===== src/rtl/idma_be_arbiter.sv =====
// idma_be_arbiter: round-robin share of one iDMA backend.
// Tracks outstanding transfers and routes completions back.
module idma_be_arbiter #(
  parameter int unsigned NumReq         = 4,
  parameter int unsigned ReqWidth       = 192,
  parameter int unsigned MaxOutstanding = 4
) (
  input  logic                       clk_i,
  input  logic                       rst_i,
  input  logic [NumReq-1:0]          req_valid_i,
  output logic [NumReq-1:0]          req_ready_o,
  input  logic [NumReq*ReqWidth-1:0] req_data_i,
  output logic                       be_valid_o,
  input  logic                       be_ready_i,
  output logic [ReqWidth-1:0]        be_req_o,
  input  logic                       be_done_i,
  output logic [NumReq-1:0]          done_o,
  input  logic                       flush_i,
  input  logic [NumReq-1:0]          irq_clr_i,
  output logic [NumReq-1:0]          irq_o,
  output logic                       idle_o,
  output logic                       err_o
);

  localparam int unsigned IdxW = $clog2(NumReq);
  localparam int unsigned PtrW = $clog2(MaxOutstanding);
  localparam int unsigned CntW = PtrW + 1;

  typedef enum logic [1:0] {
    IDLE  = 2'd0,
    OFFER = 2'd1,
    DRAIN = 2'd2
  } state_e;

  state_e              state_q;
  logic                be_valid_q;
  logic [ReqWidth-1:0] be_req_q;
  logic [IdxW-1:0]     owner_q;
  logic [IdxW-1:0]     last_q;
  logic [IdxW-1:0]     fifo_q [MaxOutstanding];
  logic [PtrW-1:0]     wptr_q;
  logic [PtrW-1:0]     rptr_q;
  logic [CntW-1:0]     cnt_q;
  logic [CntW-1:0]     cnt_d;
  logic [NumReq-1:0]   irq_q;
  logic                err_q;

  logic [ReqWidth-1:0] req_data [NumReq];
  logic                gnt_found;
  logic [IdxW-1:0]     gnt_idx;
  logic                gnt_en;
  logic                push;
  logic                pop;
  logic [IdxW-1:0]     head;
  int unsigned         rr_j;

  for (genvar i = 0; i < NumReq; i++) begin : g_slice
    assign req_data[i] = req_data_i[i*ReqWidth +: ReqWidth];
  end

  // Round-robin search starting one past the last winner.
  always_comb begin
    gnt_found = 1'b0;
    gnt_idx   = '0;
    rr_j      = 0;
    for (int unsigned k = 1; k <= NumReq; k++) begin
      rr_j = 32'(last_q) + k;
      if (rr_j >= NumReq) rr_j = rr_j - NumReq;
      if (!gnt_found && req_valid_i[rr_j[IdxW-1:0]]) begin
        gnt_found = 1'b1;
        gnt_idx   = rr_j[IdxW-1:0];
      end
    end
  end

  assign gnt_en = !rst_i && (state_q == IDLE) && !flush_i &&
                  (cnt_q < CntW'(MaxOutstanding)) && gnt_found;

  assign push  = !rst_i && (state_q == OFFER) && be_ready_i;
  assign pop   = !rst_i && be_done_i && (cnt_q != '0);
  assign head  = fifo_q[rptr_q];
  assign cnt_d = cnt_q + CntW'(push) - CntW'(pop);

  // One-hot accept toward the round-robin winner.
  always_comb begin
    req_ready_o = '0;
    if (gnt_en) req_ready_o[gnt_idx] = 1'b1;
  end

  // Completion pulse routed to the oldest outstanding owner.
  always_comb begin
    done_o = '0;
    if (pop) done_o[head] = 1'b1;
  end

  // Grant / offer / drain control with registered payload.
  always_ff @(posedge clk_i) begin
    if (rst_i) begin
      state_q    <= IDLE;
      be_valid_q <= 1'b0;
      be_req_q   <= '0;
      owner_q    <= '0;
      last_q     <= IdxW'(NumReq - 1);
    end else begin
      unique case (state_q)
        IDLE: begin
          if (flush_i) begin
            state_q <= DRAIN;
          end else if (gnt_en) begin
            state_q    <= OFFER;
            be_valid_q <= 1'b1;
            be_req_q   <= req_data[gnt_idx];
            owner_q    <= gnt_idx;
            last_q     <= gnt_idx;
          end
        end
        OFFER: begin
          if (be_ready_i) begin
            be_valid_q <= 1'b0;
            state_q    <= flush_i ? DRAIN : IDLE;
          end
        end
        DRAIN: begin
          if (cnt_d == '0 && !flush_i) state_q <= IDLE;
        end
        default: state_q <= IDLE;
      endcase
    end
  end

  // Owner ID storage; contents are qualified by the count.
  always_ff @(posedge clk_i) begin
    if (push) fifo_q[wptr_q] <= owner_q;
  end

  // Pointers and outstanding count.
  always_ff @(posedge clk_i) begin
    if (rst_i) begin
      wptr_q <= '0;
      rptr_q <= '0;
      cnt_q  <= '0;
    end else begin
      if (push) wptr_q <= wptr_q + 1'b1;
      if (pop)  rptr_q <= rptr_q + 1'b1;
      cnt_q <= cnt_d;
    end
  end

  // Sticky interrupt (set beats clear) and orphan-completion error.
  always_ff @(posedge clk_i) begin
    if (rst_i) begin
      irq_q <= '0;
      err_q <= 1'b0;
    end else begin
      irq_q <= (irq_q & ~irq_clr_i) | done_o;
      if (be_done_i && cnt_q == '0) err_q <= 1'b1;
    end
  end

  assign be_valid_o = be_valid_q & ~rst_i;
  assign be_req_o   = be_req_q;
  assign irq_o      = irq_q;
  assign err_o      = err_q;
  assign idle_o     = (state_q == IDLE) && (cnt_q == '0) &&
                      !be_valid_q;

endmodule


===== config.mk =====
export PLATFORM = sky130hd
export DESIGN_NAME = idma_be_arbiter
export DESIGN_NICKNAME = d
export VERILOG_FILES = /design/src/rtl/idma_be_arbiter.sv
export SDC_FILE = /design/constraint.sdc
export NUM_CORES = 1
export LEC_CHECK = 0
export ABC_CLOCK_PERIOD_IN_PS = 3600
export CELL_PAD_IN_SITES_DETAIL_PLACEMENT = 0
export CELL_PAD_IN_SITES_GLOBAL_PLACEMENT = 2
export CORE_AREA = 2 2 389 391
export CTS_CLUSTER_SIZE = 25
export DETAILED_ROUTE_END_ITERATION = 16
export DIE_AREA = 0 0 391 393
export HOLD_SLACK_MARGIN = 0.15
export PLACE_DENSITY = 0.46
export SLEW_MARGIN = 20
export SYNTH_ARGS = -nofsm -noshare
export SYNTH_HDL_FRONTEND = slang
export SYNTH_SLANG_ARGS = --single-unit

===== constraint.sdc =====
create_clock -name clk_i -period 3.6 [get_ports clk_i]
set_clock_uncertainty 0.1 [all_clocks]
set_input_delay 0.9 -clock clk_i [delete_from_list [all_inputs] [get_ports clk_i]]
set_output_delay 0.9 -clock clk_i [all_outputs]
set_load 0.02 [all_outputs]

# ---- Word-level counts from Yosys, hierarchy flattened
# Memory sizes are Yosys's and may differ from the RTL's. A register that Yosys moved wholly into a read port is not among the register bits.
# Cells that the tools add are included.
# W data, S select, Z words.
dict set report word_totals {
  register_bits 211
  ramBits 8
  output_inout_bits 207
  memories 1
}
# memory depth word_bits rd rd_ports_with_merged_regs wr line
set memory_table {}
lappend memory_table {fifo_q 4 2 1 1 1 40} ;# logic [IdxW-1:0] fifo_q [MaxOutstanding];
dict set report classes {
  addsub 12
  magnitude_cmp 14
  eq_ne 7
  n_mux 43
  n_bitwise 7
  n_reduce_logical 31
}
# operator count
set op_table {}
lappend op_table {{$bmux W192 S2} 1}
lappend op_table {{$mux W192} 2}
lappend op_table {{$mux W2} 15}
lappend op_table {{$lt A2 B3 Y1 const B} 6}
lappend op_table {{$logic_and A1 B1 Y1} 17}
lappend op_table {{$mux W1} 15}
lappend op_table {{$ge A3 B3 Y1 const B} 4}
lappend op_table {{$bmux W1 S2} 4}
lappend op_table {{$mux W4} 2}
lappend op_table {{$ne A2 B2 Y1 const B} 4}
lappend op_table {{$sub A2 B1 Y2 const B} 4}
lappend op_table {{$add A2 B2 Y3 const B} 2}
lappend op_table {{$logic_not A1 Y1} 6}
lappend op_table {{$logic_not A3 Y1} 2}
lappend op_table {{$pmux W2 S3} 1}
lappend op_table {{$reduce_and A3 Y1} 2}
lappend op_table {{$add A2 B1 Y2 const B} 2}
lappend op_table {{$add A2 B3 Y4 const B} 1}
lappend op_table {{$and A4 B4 Y4} 1}
lappend op_table {{$demux W1 S2} 2}
lappend op_table {{$ge A2 B1 Y1 const B} 2}
lappend op_table {{$ge A4 B3 Y1 const B} 1}
lappend op_table {{$not A4 Y4} 1}
lappend op_table {{$or A4 B4 Y4} 1}
lappend op_table {{15 further kinds} 16}

# ---- Depth between registers and ports, before layout
dict set report logic_depth {
  word_depth 20
  mapped_depth 14
}

# ---- Worst setup path after synthesis
# Ideal clock, no wire load.
dict set report synth_timing {
  path_kind {input -> register}
  startpoint {input port rst_i}
  endpoint {register state_q[1]}
  t_arrival_ps 3085
  setup_slack_ps 287
  stages 12
  path_buffers 1
  path_cell_list {buf_2 > nor3b_1 > ha_1 > inv_1 > ha_1 > inv_1 > fa_1 > xor2_1 > xnor2_1 > a31oi_1 > a21oi_1 > nor2_1}
}
# element line
set synth_lines {}
lappend synth_lines {{from (decl)} 9} ;# input logic rst_i,
lappend synth_lines {{$logic_not A1 Y1} 80} ;# assign pop = !rst_i && be_done_i && (cnt_q != '0);
lappend synth_lines {{$logic_and A1 B1 Y1 (2 in series)} 80}
lappend synth_lines {{named net pop} 53} ;# logic pop;
lappend synth_lines {{$sub A3 B1 Y3} 82} ;# assign cnt_d = cnt_q + CntW'(push) - CntW'(pop);
lappend synth_lines {{$logic_not A3 Y1} 124} ;# if (cnt_d == '0 && !flush_i) state_q <= IDLE;
lappend synth_lines {{$logic_and A1 B1 Y1} 124}
lappend synth_lines {{$ne A2 B2 Y1 (no line)} --}
lappend synth_lines {{$reduce_and A3 Y1 (no line)} --}
lappend synth_lines {{to (signal assigned)} 120} ;# state_q <= flush_i ? DRAIN : IDLE;
lappend synth_lines {{to (decl)} 35} ;# state_e state_q;
# The timed path passes the listed nets, and every way through them passes these cells.
# A chain may end at the register's enable or synchronous reset.

# ---- Final worst setup path
dict set report layout_timing {
  startpoint {input port flush_i}
  endpoint {output port req_ready_o[3]}
}
dict set report layout_between {
  elab_chain_cells 5
}
# element line
set layout_lines {}
lappend layout_lines {{from (decl)} 18} ;# input logic flush_i,
lappend layout_lines {{$logic_not A1 Y1} 76} ;# assign gnt_en = !rst_i && (state_q == IDLE) && !flush_i &&
lappend layout_lines {{$logic_and A1 B1 Y1 (2 in series)} 76}
lappend layout_lines {{$logic_and A1 B1 Y1} 77} ;# (cnt_q < CntW'(MaxOutstanding)) && gnt_found;
lappend layout_lines {{$mux W4} 87} ;# if (gnt_en) req_ready_o[gnt_idx] = 1'b1;
lappend layout_lines {{to (decl)} 11} ;# output logic [NumReq-1:0] req_ready_o,
# No other way between the ends.

==> results by group <==
Outcome
  • Status: completed

Clock network
  • H-Tree Depth: 2
  • Num CTS Buffers: 37
  • Clock transition at path regs: ~0.050 ns
  • CTS tree: built
  • Clock Sinks: approximately 220
  • Max Buffers Root-to-Sink: 3
  • Clock tree root buffer cell: clkbuf_16
  • Postcts setup bufs: 0
  • Clk Latency, worst-skew pair: 0.57 ns

Place
  • Port buffer count: between 900 and 1k
  • RD Place Congestion: slightly below 0.8
  • Hpwl dp: slightly above 80 mm
  • Placed inst area: 25,960 sq um
  • Place WS: -0.4010 ns

Setup path
  • Setup crit start kind: primary input
  • Arr. time, crit path: 2.53 ns
  • Nature of the critical path endpoint: output port
  • Setup CP Type: in -> out
  • Critical path fanouts, max: 4
  • Critical path data required time: 2.60 ns

Timing
  • Fin Setup TNS: 0 ns
  • Worst setup margin: slightly above 0.07 ns
  • Max Fclk: about 280 MHz
  • Period utilization: 97.99%
  • Final hold vios: 0
  • Worst Tran Pin Value: about 1.1 ns
  • Minimum clock period: about 3.5 ns
  • Max_slew headroom: between 20% and 30%
  • RSZ-0062 raised after global routing: false
  • Final slew viol count: 0
  • Setup violations, final: 0
  • Final hold slack: 0.3984 ns

Power and ir drop
  • Clk pwr share: between 20% and 30%
  • Gate power share: approximately half
  • Seq pwr share: a little over a quarter
  • P per Cell Area: around 550 nW/um^2
  • Max VDD drop: about 250 uV
  • Pint: ~9.2 mW
  • Sw Pwr: approximately 5.9 mW
  • Static Leak: 9.772 nW
  • Sw frac: about two fifths

Global routing
  • Vias in the first global route: around 17k
  • Initial antenna violation count: 25
  • First-pass GRT wire length: about 140 mm
  • Largest net degree at the start of global routing: roughly 100
  • GR Overflow Total: 0
  • GR Util All Layers: approximately an eighth

Yosys
  • Post-synth top area share: approximately 32%
  • Seq/Total Area, Yosys: 34.30%
  • Most frequent cell after synthesis: dfxtp_1
  • Yosys reg bits: 221
  • Dominant cell type by area after synthesis: dfxtp_1
  • Post-synth EDFFs: 8
  • Post-Syn Area: approximately 13,000 sq um
  • Synth Warn #: 0
  • Top FF cell, synth: dfxtp_1
  • Post-Synthesis Cells: about 1.5k
  • Synth top area cells: dfxtp_1, mux2i_1, a221oi_1
  • Synth cell count leaders: dfxtp_1, a21oi_1, nand2b_1
  • Netlist cell types: 47
  • Syn nets: ~2.3k
  • Avg Inst Size Synth: 8.965 sq um
  • Async S/R FF share, synth: 0%

Floorplanning
  • Num ports: about 990
  • Initial core utilization: under 10%
  • Die ar.: between 150,000 and 200,000 sq um
  • Die width: about 390 um
  • Die Y: between 300 and 400 um
  • Num rows: about 140
  • Core area: approximately 150,000 sq um

Route
  • Final wirelength: 104.6 mm
  • DRC violations left: 0
  • Routed Antenna Nets: 0
  • Vias per cell: 3.621
  • Via count: roughly 16k
  • First-pass iteration count of the detailed router: 5
  • Routed length per instance: roughly 23 um
  • Initial DRC Count: around 580

Finish
  • Final Core Density: ~18%
  • Post-Layout Inst Area: 27,170 sq um
  • Layout cells sized above 1: 9.182%
  • Area delta synth->final: 106.8%
  • Net count, final: approximately 3.3k

Run
  • MaxCap Viol Count: 0

Min path
  • Hold Path Class: reg -> reg
registers in the layout (all words and copies together), names as in the netlist, named ones only:
register and count:
be_req_o 192, be_valid_q 1, irq_o 4, fifo_q 8
err_o 1, wptr_q 2, owner_q 2, rptr_q 2
last_q 2, state_q 2, cnt_q 3
metal layers:
| metal | track usage (%) | vias to the layer above | part of all wire (%) |
|---|---|---|---|
| li1 | - | 7750 | - |
| met1 | 14.77 | 7713 | 40 |
| met2 | 22.04 | 563 | 50 |
| met3 | 4.284 | 98 | 7.5 |
| met4 | 3.566 | 10 | 1.9 |
| met5 | 1.404 | - | 0.35 |
layout by cell type, fill, tap and decap left out, types with 13 or more instances in the layout:
cell               n
a221o_1           14
dfxtp_1          213
diode_2           18
clkdlybuf4s50_1  977
nand2b_1         181
nor3_1            17
mux2i_1          179
nor2_1            36
mux2_2            14
clkbuf_16         39
buf_12            18
a22o_1            14
a21oi_1          185
a221oi_1         178
buf_4            117
clkbuf_1          13
o22ai_1          180
worst paths after layout:
path	end	slack, ns	cells after the start	from
max	req_ready_o[3]	0.07	7	flush_i
max reg2reg	be_req_o[22]	0.84	9	last_q[1]
min	err_o	0.40	2	err_o
min reg2reg	err_o	0.40	2	err_o
area by class of cell:
cell class	count	area (sq um)
timing repair buffer	1120	11090
antenna	18	45.04
sequential	221	4504
clock inverter	6	30.03
tap	1944	2432
inverter	10	45.04
multi-input combinational	1079	7910
fill	16650	122100
clock buffer	58	1107
worst max-delay path: stages:
cell,delay [ns]
clkdlybuf4s50_1,0.46
nor3_2,0.15
buf_4,0.15
nand3_4,0.10
or2_2,0.33
nor2b_2,0.15
clkdlybuf4s15_2,0.28
repair_timing:
action                                  4_1_cts  5_1_grt
pin swaps                                     0        0
hold buffers                                  0        0
endpoints found under the setup margin        6        3
hold endpoints to repair                      0        0
resized for setup                            11        6
power by group through the flow:
stage	clock, mW	combinational, mW	sequential, mW
floorplan	0	2.38	4.96
global placement	0	7.64	4.01
detailed placement	0	7.60	4.01
CTS	3.81	7.63	3.98
global route	3.89	7.99	4.09
finish	3.59	7.48	3.97
logic make-up (layout without fill, tap and decap cells):
kind of cell / count (synthesis) / in the layout / share of synthesized area [%]
AO/OA/AOI/OAI: 589 / 589 / 30.46
XOR/XNOR: 5 / 5 / 0.3335
adder cells (fa/ha/maj): 7 / 7 / 0.7240
buffers and inverters: 165 / 1194 / 6.125
flip-flops: 221 / 221 / 34.30
multiplexers: 195 / 195 / 15.19
other: 0 / 18 / 0
AND/OR/NAND/NOR: 283 / 283 / 12.88
through the flow:
stage,cells,power [mW]
after floorplan,1465,7.346
after global placement,4374,11.65
final,4456,15.05
after detailed placement,4374,11.61
after global routing,4451,15.96
after CTS,4438,15.42
(Power assumes the default switching activity.)
